--- src/rtl/noc_offchip_arbiter.sv ---
// Shares one off-chip NoC2/NoC3 channel pair between NUM_REQ requesters.
// NoC2 is arbitrated round-robin with whole-packet locking; NoC3 responses are routed by header chipid.
//
// state  | meaning
// R_IDLE | no grant; pick the next requester round-robin (one bubble cycle)
// R_HDR  | granted requester passes its header flit through
// R_BODY | granted requester passes body flits, rcnt counts down to the tail
// S_HDR  | next response flit is a header; route or drop by chipid
// S_BODY | response body flits follow the latched port or are sunk
module noc_offchip_arbiter #(
  parameter int NUM_REQ     = 4,
  parameter int DW          = 64,
  parameter int CHIPID_BASE = 0
) (
  input  logic                  clk,
  input  logic                  rst_n,
  input  logic [NUM_REQ-1:0]    req_val,
  input  logic [NUM_REQ*DW-1:0] req_dat,
  output logic [NUM_REQ-1:0]    req_rdy,
  output logic                  br_noc2_val,
  output logic [DW-1:0]         br_noc2_dat,
  input  logic                  br_noc2_rdy,
  input  logic                  br_noc3_val,
  input  logic [DW-1:0]         br_noc3_dat,
  output logic                  br_noc3_rdy,
  output logic [NUM_REQ-1:0]    rsp_val,
  output logic [DW-1:0]         rsp_dat,
  input  logic [NUM_REQ-1:0]    rsp_rdy,
  output logic                  rsp_drop
);

  localparam int GW = (NUM_REQ > 1) ? $clog2(NUM_REQ) : 1;

  typedef enum logic [1:0] {R_IDLE, R_HDR, R_BODY} r_state_t;
  typedef enum logic {S_HDR, S_BODY} s_state_t;

  r_state_t      rstate;
  s_state_t      sstate;
  logic [GW-1:0] grant, rr_ptr, winner, cand, port;
  logic [7:0]    rcnt, scnt;
  logic          any_req, drop, req_hs, rsp_hs, in_range;
  logic [DW-1:0] gnt_dat;
  logic [13:0]   idx;

  // Descending scan so the lowest offset from rr_ptr+1 wins.
  always_comb begin
    winner  = rr_ptr;
    cand    = rr_ptr;
    any_req = 1'b0;
    for (int i = NUM_REQ; i >= 1; i--) begin
      cand = GW'((int'(rr_ptr) + i) % NUM_REQ);
      if (req_val[cand]) begin
        winner  = cand;
        any_req = 1'b1;
      end
    end
  end

  assign gnt_dat = req_dat[grant*DW +: DW];

  always_comb begin
    req_rdy     = '0;
    br_noc2_val = 1'b0;
    br_noc2_dat = '0;
    if (rstate != R_IDLE) begin
      br_noc2_val    = req_val[grant];
      br_noc2_dat    = gnt_dat;
      req_rdy[grant] = br_noc2_rdy;
    end
  end

  assign req_hs = br_noc2_val & br_noc2_rdy;

  always_ff @(posedge clk or negedge rst_n) begin
    if (!rst_n) begin
      rstate <= R_IDLE;
      grant  <= '0;
      rr_ptr <= GW'(NUM_REQ - 1);
      rcnt   <= '0;
    end else begin
      case (rstate)
        R_IDLE: if (any_req) begin
          grant  <= winner;
          rr_ptr <= winner;
          rstate <= R_HDR;
        end
        R_HDR: if (req_hs) begin
          if (gnt_dat[29:22] == 8'd0) rstate <= R_IDLE;
          else begin
            rcnt   <= gnt_dat[29:22];
            rstate <= R_BODY;
          end
        end
        R_BODY: if (req_hs) begin
          rcnt <= rcnt - 8'd1;
          if (rcnt == 8'd1) rstate <= R_IDLE;
        end
        default: rstate <= R_IDLE;
      endcase
    end
  end

  assign idx      = br_noc3_dat[63:50] - 14'(CHIPID_BASE);
  assign in_range = (idx < 14'(NUM_REQ));
  assign rsp_dat  = br_noc3_dat;

  // Response handshake outputs are held off while reset is asserted.
  always_comb begin
    rsp_val     = '0;
    br_noc3_rdy = 1'b0;
    rsp_drop    = 1'b0;
    if (rst_n) begin
      if (sstate == S_HDR) begin
        if (in_range) begin
          rsp_val[idx[GW-1:0]] = br_noc3_val;
          br_noc3_rdy          = rsp_rdy[idx[GW-1:0]];
        end else begin
          br_noc3_rdy = 1'b1;
          rsp_drop    = br_noc3_val;
        end
      end else if (drop) begin
        br_noc3_rdy = 1'b1;
      end else begin
        rsp_val[port] = br_noc3_val;
        br_noc3_rdy   = rsp_rdy[port];
      end
    end
  end

  assign rsp_hs = br_noc3_val & br_noc3_rdy;

  always_ff @(posedge clk or negedge rst_n) begin
    if (!rst_n) begin
      sstate <= S_HDR;
      port   <= '0;
      drop   <= 1'b0;
      scnt   <= '0;
    end else begin
      case (sstate)
        S_HDR: if (rsp_hs && br_noc3_dat[29:22] != 8'd0) begin
          port   <= idx[GW-1:0];
          drop   <= !in_range;
          scnt   <= br_noc3_dat[29:22];
          sstate <= S_BODY;
        end
        S_BODY: if (rsp_hs) begin
          scnt <= scnt - 8'd1;
          if (scnt == 8'd1) sstate <= S_HDR;
        end
        default: sstate <= S_HDR;
      endcase
    end
  end

endmodule

--- config.mk ---
export PLATFORM = sky130hd
export DESIGN_NAME = noc_offchip_arbiter
export DESIGN_NICKNAME = d
export VERILOG_FILES = /design/src/rtl/noc_offchip_arbiter.sv
export SDC_FILE = /design/constraint.sdc
export NUM_CORES = 1
export LEC_CHECK = 0
export BUFFER_PORTS_ARGS = -buffer_cell sky130_fd_sc_hd__buf_2
export CAP_MARGIN = 5
export CELL_PAD_IN_SITES_DETAIL_PLACEMENT = 1
export CELL_PAD_IN_SITES_GLOBAL_PLACEMENT = 2
export CORE_AREA = 5 5 178 180
export DETAILED_ROUTE_END_ITERATION = 8
export DIE_AREA = 0 0 183 185
export GPL_TIMING_DRIVEN = 0
export HOLD_SLACK_MARGIN = 0.12
export PLACE_DENSITY_LB_ADDON = 0.1
export SETUP_SLACK_MARGIN = 0.05
export SLEW_MARGIN = 5
export SYNTH_ARGS = -nofsm -noshare
export SYNTH_HDL_FRONTEND = slang
export SYNTH_SLANG_ARGS = --single-unit
--- constraint.sdc ---
create_clock -name clk -period 2.27 [get_ports clk]
set_input_delay 0.3405 -clock clk [delete_from_list [all_inputs] [get_ports clk]]
set_output_delay 0.3405 -clock clk [all_outputs]
set_load 0.02 [all_outputs]
==> flow_summary.toml, run 1 <==
[yosys]
synth_edf_count = 0
netlist_area_sq_um = 4450
synth_flop_cell = "dfrtp_1"
synth_adder_area_share_pct = 1.12
synth_top_family_by_area = "multiplexers"
yosys_warnings = 0
synth.most_common_cell = "mux4_2"
yosysTopAreaCellShare_pct = 33.4
synthTopCellsByCount = "mux4_2 (66), and2_1 (65), buf_4 (64)"
synth_cells = 451
syn_avg_cell_area_sq_um = 9.88
ys_top_cells_by_area = "mux4_2 (33%), dfrtp_1 (13%), buf_4 (11%)"
synth_seq_cells = 26
yosysSeqAreaShare_pct = 14.7
synth_compound_area_share_pct = 11.4
synth_top_area_cell = "mux4_2"
synthSimpleGateAreaFrac_pct = 21.4
muxShareOfSynthArea_pct = 35.3
synthArstFlopShare_pct = 100
syn-num-nets = 787
synth-xor-area-share_pct = 0.197
netlist-cell-type-count = 59

[finish]
seqCellArea_sq_um = 653
nets = 1239
utilization_pct = 27.0
drive_above_1_share_pct = 74.9
finalNonFillerCells = 1312
multi_input_area_sq_um = 3310
nFillCells = 3590
area_growth_pct = 82.2

[clocking]
clk_pin_slew_ns = 0.07
cts_tree = "yes"
cts-root-buf = "clkbuf_16"
clockBufferDepth = 2
htreeDepth = 1
clock_sinks = 26
clk_latency_ns = 0.26
cts_made_buffers = 3

[sta]
worst_pin_slew_ns = 0.702
fin_crit_sh_pct = 102
hold_viol = 0
rsz0062_at_grt = "true"
timing.setup.tns_ns = -0.154
setup_ws_ns = -0.0427
slew_headroom_pct = 52.8
fin_crit_ns = 2.31
finClkSkew_ns = 0.00383
maxSlewViolCount = 0
fmax_mhz = 432
setup_viol = 12

[placed_design]
placed_cells = 1275
port_buffers = 428
gp_congestion = 0.838
dpl.hpwl_um = 26300
post-place-ws_ns = -0.560

[routing]
vias = 5584
postRouteAntennaNets = 0
drc_errors = 0
wl_per_cell_um = 22.9
first_pass_iters = 4
wirelength_um = 30000
dr.first_iter.drc_count = 147
avgViaCountPerCell = 4.26

[grt]
grt.overflow.total = 0
grt_pass1_wl_um = 40600
grt_pass1_vias = 5968
antenna_found_initial = 23
grt.total_usage_pct = 16.1
grt_start_max_net_pins = 25

[pwr]
powerDensity_nw_per_um2 = 1230
report.power.total_mw = 9.95
leakage_nw = 3.93
worst_ir_drop_vdd_mv = 0.467

[worst_setup_path]
start_kind = "flip-flop"
cp.required_ns = 1.93
cp_max_fo = 10
path_class = "flip-flop to output pin"
cp.arrival_ns = 1.97
end_kind = "output pin"

[min_path]
hold_class = "primary input to flip-flop"

[floorplanning]
die_w_um = 183
die-area_sq_um = 33900
core_sq_um = 30000
die_h_um = 185
initial_core_util_pct = 14.8
ioPinCount = 471
rows = 64

[flow_run]
max_cap_viol_count = 0

[outcome]
status = "finished, violations left"
violations = "setup timing"
[area by class of cell]
cell class                 instances  area share, %
sequential                        26           8.05
clock inverter                     1          0.370
tap                              396           6.10
buffer                            94           9.48
multi-input combinational        314           40.8
inverter                          16          0.740
antenna                           14          0.432
clock buffer                       3          0.925
timing repair buffer             448           33.1
[where the power goes]
group	internal, mW	total [mW]	switching [mW]
Combinational	4.38	8.51	4.13
Sequential	0.684	0.905	0.221
Clock	0.352	0.529	0.178
Total	5.42	9.95	4.53
[state kept, by name, indices dropped and copies added (netlist names)]
name	count
grant	2
rcnt	8
sstate	1
scnt	8
drop	1
rr_ptr	2
port	2
rstate	2
[worst max-delay path: stages, from the launching register on]
cell     delay (ns)
dfrtp_1        0.37
buf_12         0.16
buf_12         0.16
buf_12         0.16
mux4_2         0.52
and2_1         0.18
buf_2          0.16
[cells in the final DEF (no fill, tap or decap), types with 9 or more instances in the layout]
cell type / Yosys / final
nand2_1: 23 / 22
and2_1: 65 / 22
mux4_2: 66 / 66
buf_2: 6 / 387
dfrtp_1: 24 / 24
nor2_1: 17 / 15
buf_4: 64 / 75
buf_12: 1 / 9
o21ai_0: 18 / 17
a21oi_1: 9 / 9
nor3_1: 11 / 10
and2_4: 0 / 44
diode_2: 0 / 14
inv_1: 16 / 16
buf_6: 4 / 50
[per-layer routing]
| layer | share of wire [%] | up-vias | global-route usage, % |
|---|---|---|---|
| met5 | 0.38 | - | 0 |
| met3 | 10 | 37 | 7.15 |
| li1 | - | 2568 | - |
| met1 | 35 | 2734 | 17.4 |
| met4 | 1.3 | 18 | 2.95 |
| met2 | 53 | 227 | 29.4 |
[metrics by stage]
stage                     area [sq um]  hold WS, ns
after detailed placement          7090        0.444
after global placement            7090        0.440
after floorplan                   4450       0.0449
after global routing              8100        0.451
after CTS                         7450        0.430
final                             8120        0.427
[kinds of logic (layout without fill, tap and decap cells)]
kind of cell,after synthesis,count (layout)
buffers and inverters,111,562
multiplexers,74,74
AND/OR/NAND/NOR,164,164
AO/OA/AOI/OAI,71,71
XOR/XNOR,1,1
adder cells (fa/ha/maj),4,4
other,0,14
flip-flops,26,26
[worst paths after layout]
| path | cells after the start | slack [ns] | from | endpoint |
|---|---|---|---|---|
| max in group asynchronous | 3 | 1.48 | rst_n | rcnt[0] |
| hold / removal | 3 | 0.43 | br_noc3_dat[51] | port[1] |
| min in group asynchronous | 2 | 0.63 | rst_n | rr_ptr[1] |
| hold reg to reg | 2 | 0.55 | scnt[6] | scnt[6] |
| setup / recovery | 6 | -0.04 | grant[0] | br_noc2_dat[57] |
| setup reg to reg | 7 | -0.02 | grant[0] | rcnt[1] |
[what timing repair did]
item	in CTS	in global routing
buffers inserted	6	7
cloned	0	5
pin swaps	0	13
gates resized for setup	58	169
hold buffers	2	0
endpoints found under the hold margin	24	0
setup endpoints to repair	86	86
No activity file was read; power rests on OpenSTA's default activity.
==> inputs of run 2 (changes only) <==
--- a/config.mk
+++ b/config.mk
@@ -9,13 +9,15 @@
 export CAP_MARGIN = 5
 export CELL_PAD_IN_SITES_DETAIL_PLACEMENT = 1
 export CELL_PAD_IN_SITES_GLOBAL_PLACEMENT = 2
-export CORE_AREA = 5 5 178 180
+export CORE_ASPECT_RATIO = 0.5
+export CORE_MARGIN = 5
+export CORE_UTILIZATION = 18
 export DETAILED_ROUTE_END_ITERATION = 8
-export DIE_AREA = 0 0 183 185
 export GPL_TIMING_DRIVEN = 0
 export HOLD_SLACK_MARGIN = 0.12
 export PLACE_DENSITY_LB_ADDON = 0.1
 export SETUP_SLACK_MARGIN = 0.05
+export SKIP_LAST_GASP = 1
 export SLEW_MARGIN = 5
 export SYNTH_ARGS = -nofsm -noshare
 export SYNTH_HDL_FRONTEND = slang
==> run 2 against run 1 <==
Routed wire length fell by 7.1%. Critical path depth grew 2. Global-route usage grew 2.4 points. Combinational power down 7.5%. Fmax rose by 1.2%. Highest routed layer unchanged. Clock power shrank 15%. The run still ends with setup timing left. First-iteration DRC count decreased by 13%. Sequential power barely moved. Final cell count decreased by 4.8%.
==> flow_summary.toml, run 2 (synthesis gave the netlist of run 1 again) <==
[outcome]
status = "finished, violations left"
violations = "setup timing"

[worst_setup_path]
cpMaxStageDelayCell = "mux4_2"
end_kind = "flip-flop"
cp.arrival_ns = 2.45
cpPeakStageDelay_ns = 0.55
path_class = "flip-flop to flip-flop"
cp_max_fo = 6
cp.required_ns = 2.43
start_kind = "flip-flop"
path_cells = "buf_8, buf_12, mux4_2, nor4_4, buf_4, a21boi_4, a311o_1, o211a_1"

[grt]
grt_pass1_vias = 6104
grt.total_usage_pct = 18.5
grt_pass1_wl_um = 39500
grt_start_max_net_pins = 25
grt.overflow.total = 0
antenna_found_initial = 14

[routing]
drc_errors = 0
wl_per_cell_um = 22.4
avgViaCountPerCell = 4.46
vias = 5570
dr.first_iter.drc_count = 128
first_pass_iters = 4
wirelength_um = 27900
postRouteAntennaNets = 0

[clocking]
cts_made_buffers = 3
cts_tree = "yes"
htreeDepth = 1
clock_sinks = 26
clk_latency_ns = 0.27
clockBufferDepth = 2
clk_pin_slew_ns = 0.07
cts-root-buf = "clkbuf_16"

[sta]
finClkSkew_ns = 0.00570
fin_crit_sh_pct = 101
hold_viol = 0
rsz0062_at_grt = "true"
worst_pin_slew_ns = 0.719
maxSlewViolCount = 0
setup_ws_ns = -0.0158
setup_viol = 5
slew_headroom_pct = 51.6
whs_ns = 0.418
fmax_mhz = 437
timing.setup.tns_ns = -0.0262
fin_crit_ns = 2.29

[finish]
mostFrequentLayoutCells = "buf_2 (409), buf_4 (80), mux4_2 (66)"
reg.largest.list = "rcnt (8), scnt (8)"
nets = 1243
area_growth_pct = 75.1
layout_commonest_cell = "buf_2"
nFillCells = 2897
drive_above_1_share_pct = 71.7
fin_area_sq_um = 7800

[pwr]
p_sw_share_pct = 47.4
power_frac_seq_pct = 9.8
p_comb_share_pct = 85.3
power.switching_mw = 4.37
leakage_nw = 3.83
internal-power_mw = 4.85
pwr-share-clk_pct = 4.9
powerDensity_nw_per_um2 = 1180
worst_ir_drop_vdd_mv = 0.464

[floorplanning]
die-area_sq_um = 28200
rows = 40
die_h_um = 121
core_sq_um = 24200
die_w_um = 232
ioPinCount = 471
initial_core_util_pct = 18.4

[placed_design]
port_buffers = 428
dpl.hpwl_um = 24200
dpl_cell_area_sq_um = 7020
post-place-ws_ns = -0.601
gp_congestion = 0.858

[flow_run]
max_cap_viol_count = 0

[min_path]
hold_class = "primary input to flip-flop"
## run 2: cell count changes in the layout (fill, tap and decap cells not counted), sizes merged
cell,delta
diode,-7
bufinv,-1
clkbuf,+1
buf,+4
## run 2: stage by stage
stage / utilization, % / std cells / power, mW
2_1_floorplan: - / 451 / 5.34
3_3_place_gp: 29.0 / 1215 / 7.52
3_5_place_dp: 29.0 / 1215 / 7.58
4_1_cts: 30.7 / 1232 / 8.62
5_1_grt: 32.3 / 1248 / 9.89
6_report: 32.3 / 1249 / 9.22
## run 2: final timing paths
path / startpoint / endpoint / slack (ns) / cells past startpoint
min in group asynchronous: rst_n / rr_ptr[1] / 0.83 / 2
hold reg to reg: drop / drop / 0.54 / 1
max in group asynchronous: rst_n / rstate[0] / 1.27 / 3
setup reg to reg: grant[0] / rcnt[6] / -0.02 / 8
setup / recovery: grant[0] / rcnt[6] / -0.02 / 8
hold / removal: br_noc3_dat[50] / port[0] / 0.42 / 2
## run 2: final cells by class
cell class | count | area (sq um) | area share [%]
Inverter | 16 | 60.1 | 0.770
Tap cell | 336 | 420 | 5.39
Buffer | 94 | 771 | 9.88
Sequential cell | 26 | 653 | 8.37
Timing Repair Buffer | 452 | 2600 | 33.3
Multi-Input combinational cell | 314 | 3190 | 40.9
Clock buffer | 4 | 88.8 | 1.14
Antenna cell | 7 | 17.5 | 0.225
## run 2: per-layer routing
layer  GRT usage, %  share of wire, %
met2           34.3                53
met1           22.6                40
met4           2.84               1.2
met5              0              0.37
met3           3.90               5.3
## run 2: repair_timing
action,in CTS,in global routing
resized for setup,54,75
hold endpoints to repair,24,0
pin swaps,8,17
hold buffers,2,0
cloned,2,4
setup endpoints to repair,85,83
setup buffers,9,7
## run 2: worst max-delay path: cells and delay by family (launching register included)
kind                   cells  cell delay, ns
and+or+nand+nor            1            0.37
buffers and inverters      3            0.46
DFF                        1            0.36
AOI/OAI and AO/OA          3            0.44
muxes                      1            0.55
## run 2: power groups by stage
stage,clock network (mW),logic (mW),registers [mW]
global placement,0,6.62,0.903
detailed placement,0,6.67,0.905
finish,0.448,7.87,0.904
floorplan,0,4.50,0.839
CTS,0.466,7.26,0.903
global route,0.483,8.47,0.938
==> inputs of run 3 (changes only) <==
--- a/config.mk
+++ b/config.mk
@@ -6,7 +6,6 @@
 export NUM_CORES = 1
 export LEC_CHECK = 0
 export BUFFER_PORTS_ARGS = -buffer_cell sky130_fd_sc_hd__buf_2
-export CAP_MARGIN = 5
 export CELL_PAD_IN_SITES_DETAIL_PLACEMENT = 1
 export CELL_PAD_IN_SITES_GLOBAL_PLACEMENT = 2
 export CORE_ASPECT_RATIO = 0.5
@@ -15,10 +14,11 @@
 export DETAILED_ROUTE_END_ITERATION = 8
 export GPL_TIMING_DRIVEN = 0
 export HOLD_SLACK_MARGIN = 0.12
-export PLACE_DENSITY_LB_ADDON = 0.1
+export PLACE_DENSITY_LB_ADDON = 0.12
 export SETUP_SLACK_MARGIN = 0.05
 export SKIP_LAST_GASP = 1
 export SLEW_MARGIN = 5
 export SYNTH_ARGS = -nofsm -noshare
 export SYNTH_HDL_FRONTEND = slang
 export SYNTH_SLANG_ARGS = --single-unit
+export TNS_END_PERCENT = 5
==> run 3 against run 2 <==
The flow now finishes without violations. Clock-buffer cell count fell by 1. Die area did not move. Power fell by 6.4%. Worst setup slack improved by 0.018 ns. Global-route usage fell by 0.65 points. First-iteration DRC count rose by 37%. Non-clock buffer count fell by 4. Via count fell by 1.5%. Sequential power fell by 1%. Sequential share of layout area rose by 0.27 points. Critical path depth fell by 2.
==> flow_summary.toml, run 3 (synthesis gave the netlist of run 1 again) <==
[worst_setup_path]
cp_num_buf_inv = 4
cp.arrival_ns = 1.93
end_kind = "output pin"
cpPeakStageDelay_ns = 0.48
path_class = "flip-flop to output pin"
start_kind = "flip-flop"
crit_family = "buffers and inverters"
path_cells = "buf_6, buf_12, clkbuf_16, mux4_2, and2_1, buf_2"
cpMaxStageDelayCell = "mux4_2"
cp_max_fo = 9
cp.required_ns = 1.93

[sta]
fmax_mhz = 441
fin_crit_ns = 2.27
finClkSkew_ns = 0.00407
setup_viol = 0
hold_viol = 0
fin_crit_sh_pct = 99.9
slew_headroom_pct = 56.1
worst_pin_slew_ns = 0.653
rsz0062_at_grt = "true"
maxSlewViolCount = 0

[routing]
postRouteAntennaNets = 0
avgViaCountPerCell = 4.42
wirelength_um = 26900
drc_errors = 0
wl_per_cell_um = 21.6
dr.first_iter.drc_count = 175
first_pass_iters = 4
vias = 5489

[finish]
layout_commonest_cell = "buf_2"
drive_above_1_share_pct = 69.3
nets = 1239
mostFrequentLayoutCells = "buf_2 (427), buf_4 (77), mux4_2 (66)"
nFillCells = 2937
reg.largest.list = "rcnt (8), scnt (8)"
seqCellArea_sq_um = 653
finalNonFillerCells = 1243
multi_input_area_sq_um = 3100
area_growth_pct = 69.5

[clocking]
clk_latency_ns = 0.27
clockBufferDepth = 2
clk_pin_slew_ns = 0.07
cts_tree = "yes"
htreeDepth = 1
cts_made_buffers = 3
clock_sinks = 26
cts-root-buf = "clkbuf_16"

[floorplanning]
die_h_um = 121
rows = 40
die_w_um = 232
die-area_sq_um = 28200
ioPinCount = 471
initial_core_util_pct = 18.4
core_sq_um = 24200

[placed_design]
placed_cells = 1215
gp_congestion = 0.831
port_buffers = 428
dpl.hpwl_um = 23600

[grt]
grt_start_max_net_pins = 25
grt_pass1_wl_um = 38300
grt.total_usage_pct = 17.9
antenna_found_initial = 11
grt.overflow.total = 0
grt_pass1_vias = 5973

[pwr]
leakage_nw = 3.75
worst_ir_drop_vdd_mv = 0.387
powerDensity_nw_per_um2 = 1140
report.power.total_mw = 8.63

[outcome]
status = "complete, no violations"

[min_path]
hold_class = "primary input to flip-flop"

[flow_run]
max_cap_viol_count = 0
==> run 3: cell types whose count changed in the layout (fill, tap and decap cells not counted), sizes merged <==
cell / delta
diode: -2
bufinv: +1
buf: -7
clkbuf: +2
==> run 3: path summary, 6_finish.rpt <==
| check | cells after the start | slack [ns] | endpoint | startpoint |
|---|---|---|---|---|
| max | 6 | 0.002 | br_noc2_dat[31] | grant[0] |
| min | 2 | 0.42 | port[0] | br_noc3_dat[50] |
| max reg2reg | 7 | 0.02 | rcnt[1] | grant[0] |
| min reg2reg | 2 | 0.54 | scnt[6] | scnt[6] |
| max in group asynchronous | 3 | 1.25 | rcnt[5] | rst_n |
| min in group asynchronous | 2 | 0.83 | rr_ptr[0] | rst_n |
==> run 3: what timing repair did <==
| action | CTS | global route |
|---|---|---|
| endpoints found under the hold margin | 24 | 0 |
| resized for setup | 37 | 22 |
| endpoints found under the setup margin | 86 | 86 |
| pin swaps | 6 | 4 |
| buffers inserted | 5 | 6 |
| gates cloned | 2 | 4 |
| hold buffers | 2 | 0 |
==> run 3: cell type report <==
class                      instances  share of cell area [%]
clock inverter                     1                   0.398
inverter                          16                   0.795
timing repair buffer             447                    32.1
antenna                            5                   0.166
clock buffer                       3                   0.994
sequential                        26                    8.65
tap                              336                    5.57
multi-input combinational        314                    41.1
buffer                            95                    10.3
==> run 3: metal layers <==
metal  wire length [um]  part of all wire, %  track usage (%)
met1              10400                   39             21.1
met2              14600                   54             34.2
met3               1640                  6.1             4.56
met4                 99                 0.37             1.33
met5                130                 0.48                0
==> run 3: metrics by stage <==
stage               cell area, sq um  setup TNS [ns]  setup WS, ns  util, %  hold slack (ns)
floorplan                       4450               0         0.197        -           0.0449
global placement                7020           -5.77        -0.576     29.0            0.447
detailed placement              7020           -6.00        -0.588     29.0            0.451
CTS                             7350          -0.465       -0.0355     30.4            0.415
global route                    7540           -2.40       -0.0688     31.2            0.432
finish                          7550               0       0.00180     31.2            0.421
==> run 3: power by group <==
part | internal [mW] | switching, mW
clock | 0.352 | 0.177
combinational | 3.40 | 3.81
sequential | 0.684 | 0.211
total | 4.43 | 4.20
